==> src/rtl/cic_pkg.sv <==
// -----------------------------------------------------------------------------
// cic_pkg
// Shared constants and helpers for the CIC integrator chain.
//   CIC_WIN_DEF / CIC_N_DEF / CIC_R_DEF / CIC_WOUT_DEF : default input width,
//     stage count, interpolation ratio and output width.
//   cic_log2(v)            : exact log2 of a power-of-two ratio.
//   cic_wacc(win, n, r)    : accumulator width needed for n stages at ratio r.
// -----------------------------------------------------------------------------
package cic_pkg;

  localparam int CIC_WIN_DEF  = 16;
  localparam int CIC_N_DEF    = 3;
  localparam int CIC_R_DEF    = 8;
  localparam int CIC_WOUT_DEF = 16;

  // Largest i with 2^i <= v; for a power of two this is exactly log2(v).
  function automatic int cic_log2(input int v);
    int r;
    r = 0;
    for (int i = 1; i < 31; i++) begin
      if ((32'sd1 <<< i) <= v) r = i;
    end
    return r;
  endfunction

  // Each integrator stage can grow the word by log2(R) bits.
  function automatic int cic_wacc(input int win, input int n, input int r);
    return win + n * cic_log2(r);
  endfunction

endpackage

==> src/rtl/cic_integrator.sv <==
// -----------------------------------------------------------------------------
// cic_integrator
// One enabled integrator stage: acc <= acc + sext(din) when en is high, hold
// otherwise. The accumulator wraps modulo 2^WACC; no saturation is applied
// because the chain relies on modular arithmetic being exact end-to-end.
//   clk     : clock, rising edge
//   rst     : synchronous active-high reset, clears the accumulator
//   en      : update enable (one high-rate sample)
//   din     : WIN-bit signed stage input, sign-extended to WACC bits
//   acc_out : WACC-bit registered accumulator value
// -----------------------------------------------------------------------------
module cic_integrator
  import cic_pkg::*;
#(
  parameter int WIN  = CIC_WIN_DEF,
  parameter int WACC = cic_wacc(CIC_WIN_DEF, CIC_N_DEF, CIC_R_DEF)
) (
  input  logic            clk,
  input  logic            rst,
  input  logic            en,
  input  logic [WIN-1:0]  din,
  output logic [WACC-1:0] acc_out
);

  logic [WACC-1:0] acc_q;
  logic [WACC-1:0] acc_d;
  logic [WACC-1:0] din_ext;

  always_comb begin
    // Sized cast of a signed operand sign-extends.
    din_ext = WACC'($signed(din));
    acc_d   = acc_q;
    if (en) begin
      acc_d = acc_q + din_ext;
    end
  end

  always_ff @(posedge clk) begin
    if (rst) begin
      acc_q <= '0;
    end else begin
      acc_q <= acc_d;
    end
  end

  assign acc_out = acc_q;

endmodule

==> src/rtl/cic_integ_chain.sv <==
// -----------------------------------------------------------------------------
// cic_integ_chain
// N cascaded integrators of a CIC interpolator followed by a rounding,
// saturating output stage.
//   clk      : clock, rising edge
//   rst      : synchronous active-high reset; beats val_in and clr_sat
//   val_in   : one zero-stuffed high-rate sample per asserted cycle
//   data_in  : WIN-bit signed sample
//   clr_sat  : clears the sticky saturation flag (a same-cycle clip wins)
//   val_out  : output sample valid, two cycles after val_in
//   data_out : WOUT-bit signed output, round-half-up then clipped; 0 when idle
//   sat      : sticky flag, set whenever an output sample was clipped
//
// Handshake: valid-only streaming. A sample is transferred on every rising
// edge where val_in is high; there is no ready, the block never stalls and
// accepts a sample every cycle. val_out marks a result for exactly one cycle
// and downstream must take it on that cycle.
// -----------------------------------------------------------------------------
module cic_integ_chain
  import cic_pkg::*;
#(
  parameter int WIN  = CIC_WIN_DEF,
  parameter int N    = CIC_N_DEF,
  parameter int R    = CIC_R_DEF,
  parameter int WOUT = CIC_WOUT_DEF
) (
  input  logic                   clk,
  input  logic                   rst,
  input  logic                   val_in,
  input  logic signed [WIN-1:0]  data_in,
  input  logic                   clr_sat,
  output logic                   val_out,
  output logic signed [WOUT-1:0] data_out,
  output logic                   sat
);

  localparam int WACC = cic_wacc(WIN, N, R);
  localparam int SH   = WACC - WOUT;

  // ---------------------------------------------------------------------------
  // Integrator chain. Every stage updates on the same edge and consumes the
  // previous stage's pre-edge value, so there is no ripple through the chain.
  // ---------------------------------------------------------------------------
  logic [WACC-1:0] acc [N];

  genvar k;
  generate
    for (k = 0; k < N; k++) begin : g_stage
      if (k == 0) begin : g_first
        cic_integrator #(
          .WIN  (WIN),
          .WACC (WACC)
        ) u_integ (
          .clk     (clk),
          .rst     (rst),
          .en      (val_in),
          .din     (data_in),
          .acc_out (acc[0])
        );
      end else begin : g_next
        cic_integrator #(
          .WIN  (WACC),
          .WACC (WACC)
        ) u_integ (
          .clk     (clk),
          .rst     (rst),
          .en      (val_in),
          .din     (acc[k-1]),
          .acc_out (acc[k])
        );
      end
    end
  endgenerate

  // ---------------------------------------------------------------------------
  // Output scaling: round half up, arithmetic shift by SH, clip to WOUT bits.
  // ---------------------------------------------------------------------------
  logic signed [WOUT-1:0] res;
  logic                   res_clip;

  generate
    if (SH == 0) begin : g_pass
      // Full-width output: the accumulator is passed through and cannot clip.
      always_comb begin
        res      = acc[N-1];
        res_clip = 1'b0;
      end
    end else begin : g_round
      localparam logic signed [WACC:0] HALF = (WACC + 1)'(1) << (SH - 1);
      localparam logic signed [WACC:0] MAXV = {{(SH + 2){1'b0}}, {(WOUT - 1){1'b1}}};
      localparam logic signed [WACC:0] MINV = ~MAXV;

      logic signed [WACC:0] acc_ext;
      logic signed [WACC:0] rnd_sum;
      logic signed [WACC:0] scaled;

      always_comb begin
        // One guard bit so adding the rounding constant cannot wrap.
        acc_ext  = {acc[N-1][WACC-1], acc[N-1]};
        rnd_sum  = acc_ext + HALF;
        scaled   = rnd_sum >>> SH;
        res      = scaled[WOUT-1:0];
        res_clip = 1'b0;
        if (scaled > MAXV) begin
          res      = MAXV[WOUT-1:0];
          res_clip = 1'b1;
        end else if (scaled < MINV) begin
          res      = MINV[WOUT-1:0];
          res_clip = 1'b1;
        end
      end
    end
  endgenerate

  // ---------------------------------------------------------------------------
  // Valid pipeline and output registers. v1 marks the cycle in which the last
  // accumulator holds the freshly integrated sample.
  // ---------------------------------------------------------------------------
  logic                   v1_q,       v1_d;
  logic                   val_out_q,  val_out_d;
  logic signed [WOUT-1:0] data_out_q, data_out_d;
  logic                   sat_q,      sat_d;

  always_comb begin
    v1_d       = val_in;
    val_out_d  = v1_q;
    data_out_d = '0;
    if (v1_q) begin
      data_out_d = res;
    end
    // A new clip sets the flag even when a clear arrives on the same edge.
    sat_d = (v1_q & res_clip) | (sat_q & ~clr_sat);
  end

  always_ff @(posedge clk) begin
    if (rst) begin
      v1_q       <= 1'b0;
      val_out_q  <= 1'b0;
      data_out_q <= '0;
      sat_q      <= 1'b0;
    end else begin
      v1_q       <= v1_d;
      val_out_q  <= val_out_d;
      data_out_q <= data_out_d;
      sat_q      <= sat_d;
    end
  end

  assign val_out  = val_out_q;
  assign data_out = data_out_q;
  assign sat      = sat_q;

endmodule

==> config.mk <==
export PLATFORM = sky130hd
export DESIGN_NAME = cic_integ_chain
export DESIGN_NICKNAME = d
export VERILOG_FILES = /design/src/rtl/cic_pkg.sv /design/src/rtl/cic_integrator.sv /design/src/rtl/cic_integ_chain.sv
export SDC_FILE = /design/constraint.sdc
export NUM_CORES = 1
export LEC_CHECK = 0
export CAP_MARGIN = 10
export CORE_MARGIN = 1
export CORE_UTILIZATION = 40
export CTS_BUF_LIST = sky130_fd_sc_hd__clkbuf_16
export DETAILED_ROUTE_END_ITERATION = 8
export PLACE_DENSITY = 0.68
export SETUP_SLACK_MARGIN = 0.02
export SYNTH_ARGS = -nofsm -noshare
export SYNTH_HDL_FRONTEND = slang
export SYNTH_SLANG_ARGS = --single-unit
==> constraint.sdc <==
create_clock -name clk -period 2.55 [get_ports clk]
set_clock_uncertainty 0.05 [all_clocks]
set_input_delay 0.3825 -clock clk [delete_from_list [all_inputs] [get_ports clk]]
set_output_delay 0.3825 -clock clk [all_outputs]
set_load 0.01 [all_outputs]
# [After elaboration in Yosys (flattened, before gate mapping)]
# Index checks and enable logic that the tools add are counted.
[totals] inputBits=20 register_bits=94 wordCells=25 output_inout_bits=18
[classes] bitwise=5 n_lt_le_gt_ge=2 n_reduce_logical=2 n_mux=4 n_addsub=4
[op_table] cell="25-bit adder" count=3
[op_table] cell="25-bit by 10-bit adder with 26-bit output, second input constant" count=1
[op_table] cell="17-bit by 16-bit greater-than comparator with 1-bit output, second input constant" count=1
[op_table] cell="17-bit by 16-bit less-than comparator with 1-bit output, second input constant" count=1
[op_table] cell="16-bit two-way mux" count=1
[op_table] cell="15-bit two-way mux" count=1
[op_table] cell="3-bit OR reduction" count=1
[op_table] cell="1-bit AND" count=2
[op_table] cell="1-bit two-way mux" count=2
[op_table] cell="1-bit inverter" count=2
[op_table] cell="2-bit OR reduction" count=1
[op_table] cell="1-bit OR" count=1

# [Logic depth before layout (Yosys ltp)]
[depth] depth_word=6 ltp_mapped=11 ltp_nobuf=11

# [Hierarchy]
# A second synthesis with hierarchy kept.
[hier_totals] hier_cells=905 area_unflattened_um2=7399.6
[modules_own_cells] module="cic_integrator" area_each_um2=2163.3 seq_area_each_um2=500.5 cells_per_inst=267 instances=3
[modules_own_cells] module="cic_integ_chain" area_each_um2=909.6 seq_area_each_um2=380.4 cells_per_inst=104 instances=1

# [Worst setup path before layout]
# Ideal clock, no wire load.
[synth_path] path_type="reg-to-reg" from="register g_stage[1].g_next.u_integ.acc_q[0]" to="register g_stage[1].g_next.u_integ.acc_q[20]" required_ns=2.380 path_stages_with_launch=12 path_buffers=0 period_less_slack_ns=2.604 arrival_ns=2.435 slack_ns=-0.054 setup_ns=0.120 cell_sequence="dfxtp_1 > ha_1 > inv_1 > fa_1 > and2b_1 > o21a_1 > o21ai_2 > a21oi_4 > a311oi_4 > o21a_1 > o311a_1 > a211o_1"
[synth_via] elab_chain_len=1
[synth_rtl] element="start, declared" line_no="cic_integrator.sv:25" rtl="logic [WACC-1:0] acc_q;"
[synth_rtl] element="start signal, assigned" line_no="cic_integrator.sv:40" rtl="acc_q <= '0;"
[synth_rtl] element="start signal, assigned" line_no="cic_integrator.sv:42" rtl="acc_q <= acc_d;"
[synth_rtl] element="25-bit adder" line_no="cic_integrator.sv:34" rtl="acc_d = acc_q + din_ext;"
# No other way between the ends.
# A chain may end at the register's enable or synchronous reset.

# [Worst setup path after layout]
# Same ends and word-level chain as after synthesis.

==> load_flow_metrics.sql <==
INSERT INTO impl_metrics (metric_group, metric, value, unit) VALUES
('power', 'power.density', '580.2', 'nW/um^2'),
('layout', 'ff_latch_area', '1893', 'um^2'),
('route', 'drt_iter0_markers', '359', ''),
('floorplan', 'rows', '48', ''),
('place', 'detailedPlacementHpwl', '13540', 'um'),
('layout', 'final_cell_mix', 'buf_4 (125), nor2_1 (96), dfxtp_1 (89), nand2_1 (72), a21oi_1 (69)', ''),
('route', 'drt-wirelength-per-cell', '14.61', 'um'),
('setup_path', 'critPathSlowestCell', 'dfxtp_4', ''),
('synth', 'synth_simple_gate_area_share', '20.69', '%'),
('place', 'place.gp.congestion', '0.8501', ''),
('synth', 'netlist-cell-type-count', '79', ''),
('clock_tree', 'clk_latency', '0.35', 'ns'),
('layout', 'layout.cells.non_filler', '1251', ''),
('setup_path', 'start_of_the_worst_register_to_register_path', 'g_stage[1].g_next.u_integ.acc_out[0]', ''),
('sta', 'setup-tns-final', '-0.03266', 'ns'),
('sta', 'worst_slack', '-0.03266', 'ns'),
('floorplan', 'floorplan.core_area', '17420', 'um^2'),
('floorplan', 'initial_utilization', '41.15', '%'),
('setup_path', 'cp_data_arrival_time', '2.78', 'ns'),
('setup_path', 'cp_top_family', 'compound AO/OA/AOI/OAI gates', ''),
('sta', 'fraction_of_the_cycle_the_final_worst_path_needs', '101.3', '%'),
('sta', 'timing_worst_slew_pin_value', '0.7051', 'ns'),
('synth', 'ys_top_cells_by_area', 'dfxtp_1 (26%), ha_1 (13%), a21oi_1 (5.3%)', ''),
('layout', 'areaGrowthSynthToFinish', '28.28', '%'),
('sta', 'slew_violations', '0', ''),
('worst_hold_path', 'min_path_type', 'input pin to flip-flop', ''),
('synth', 'synth_nets', '974', ''),
('synth', 'synth_fa_ha_area_share', '13.58', '%'),
('synth', 'syn_inst', '878', ''),
('synth', 'synth_area', '7167', 'um^2'),
('setup_path', 'cp_cell_sequence', 'ha_4, inv_2, fa_2, and2b_1, o21a_1, o21ai_2, a21oi_4, a311oi_4, o21a_1, o311a_1, a211o_1', ''),
('synth', 'yosysWarningCount', '0', ''),
('setup_path', 'worst-endpoint-required', '2.74', 'ns'),
('synth', 'postSynthRegisterBits', '94', ''),
('run_status', 'outcome', 'finished with violations', ''),
('clock_tree', 'cts_tree', 'built', ''),
('grt', 'grt_first_pass_wirelength', '30450', 'um'),
('synth', 'yosys.area.top_type_share', '26.26', '%'),
('grt', 'global_route.usage.met3', '2.685', '%'),
('grt', 'grt_max_degree', '66', ''),
('setup_path', 'worstSetupStartpointType', 'flip-flop', ''),
('sta', 'setup-violations-final', '1', ''),
('floorplan', 'floorplan.io_pins', '38', ''),
('route', 'totalWireLength', '18280', 'um'),
('synth', 'postSynth.topFlopCell', 'dfxtp_1', ''),
('route', 'drt_pass1_iterations', '5', ''),
('route', 'vias_after_detailed_routing', '6859', ''),
('floorplan', 'die_y', '135.9', 'um'),
('layout', 'n_antenna_cell', '0', ''),
('power', 'leakagePower', '4.117', 'nW'),
('synth', 'synth_compound_area_share', '25.10', '%'),
('grt', 'grt_antenna_before_repair', '0', ''),
('run_status', 'violations', 'negative setup slack', ''),
('synth', 'synth_top_area_cell', 'dfxtp_1', ''),
('grt', 'globalRoute.totalOverflow', '0', ''),
('setup_path', 'crit_start', 'g_stage[1].g_next.u_integ.acc_out[0]', ''),
('setup_path', 'worstSetupEndpointType', 'flip-flop', ''),
('sta', 'timing.max_slew.rel_slack', '53.00', '%'),
('clock_tree', 'cts.reportedPaths.clkPinSlew', '0.07', 'ns'),
('synth', 'async_flop_share', '0', '%'),
('layout', 'fillers', '1607', ''),
('place', 'postPlaceCellArea', '8509', 'um^2'),
('synth', 'synth_enable_flop_cells', '0', ''),
('place', 'pre_cts_ws', '-0.4574', 'ns'),
('sta', 'final_hold_viol_count', '0', ''),
('grt', 'gr-usage-met1', '27.78', '%'),
('synth', 'synth_sequential_area_ratio', '26.26', '%'),
('layout', 'nNetsFinal', '1118', ''),
('layout', 'multiInputGateArea', '5314', 'um^2'),
('synth', 'synth_top_family_by_area', 'compound AO/OA/AOI/OAI gates', ''),
('clock_tree', 'htree_levels', '3', '');
-- final cells by class --
type,count,area share (%)
Inverter,23,0.9390
Clock buffer,9,2.450
Tap cell,225,3.062
Clock inverter,6,0.7077
Multi-Input combinational cell,730,57.80
Sequential cell,94,20.59
Timing Repair Buffer,164,14.45
-- final timing paths --
check | endpoint | slack (ns) | cells after the start
min | g_stage[2].g_next.u_integ.acc_out[24] | 0.35 | 3
max | g_stage[1].g_next.u_integ.acc_out[20] | -0.03 | 11
min reg2reg | g_stage[2].g_next.u_integ.acc_out[4] | 0.42 | 2
max reg2reg | g_stage[1].g_next.u_integ.acc_out[20] | -0.03 | 11
-- cell usage after synthesis (8+ instances only) --
cell and count:
mux2i_1 33, nor2_1 96, o21ai_0 38, nand2b_1 8, inv_1 22, nor2b_1 15
nand4_1 12, ha_1 73, and3_1 15, dfxtp_1 94, or3_1 10, clkbuf_1 21
o21bai_1 12, a21oi_1 76, xnor2_1 33, nand3_1 30, nand2_1 72, a211o_1 10
o21ai_1 9, a21o_1 25, o21a_1 9, xor2_1 22, nor3_1 22
-- metrics by stage --
| step | total power, mW | util (%) |
|---|---|---|
| 2_1_floorplan | 3.199 | - |
| 3_3_place_gp | 3.863 | 48.86 |
| 3_5_place_dp | 3.907 | 48.86 |
| 4_1_cts | 5.260 | 51.21 |
| 5_1_grt | 5.671 | 52.79 |
| 6_report | 5.335 | 52.79 |
-- worst min-delay path, stage by stage --
cell	delay, ns
buf_2	0.11
or4b_2	0.12
nand4_1	0.08
-- sequential cells by signal, indices dropped and copies added, names as in the netlist --
| signal | flops |
|---|---|
| g_stage.g_next.u_integ.acc_out | 50 |
| g_stage.g_first.u_integ.acc_out | 25 |
| data_out | 16 |
| sat | 1 |
| v1_q | 1 |
| val_out | 1 |
-- cell families after synthesis --
family,Yosys count
AOI/OAI and AO/OA,257
xor gates and xnor gates,55
adders and majority gates,76
buffers and inverters,54
DFF,94
muxes,34
and+or+nand+nor,308
-- power by group --
part           leakage (nW)  switching [mW]  internal, mW
clock                 0.147           0.587         0.754
combinational          3.20            1.09          1.06
sequential            0.770           0.205          1.64
total                  4.12            1.88          3.45
-- layer usage --
| layer | wire length [um] | vias up |
|---|---|---|
| met3 | 657 | 28 |
| li1 | - | 3525 |
| met2 | 8378 | 148 |
| met4 | 257 | 0 |
| met5 | 0 | - |
| met1 | 8985 | 3158 |
-- what timing repair did --
| action | in CTS | in global routing |
|---|---|---|
| pin swaps | 14 | 24 |
| buffers inserted | 12 | 8 |
| resized for setup | 6 | 52 |
| hold endpoints to repair | 0 | 0 |
| endpoints found under the setup margin | 17 | 35 |
No activity file was read; power rests on OpenSTA's default activity.
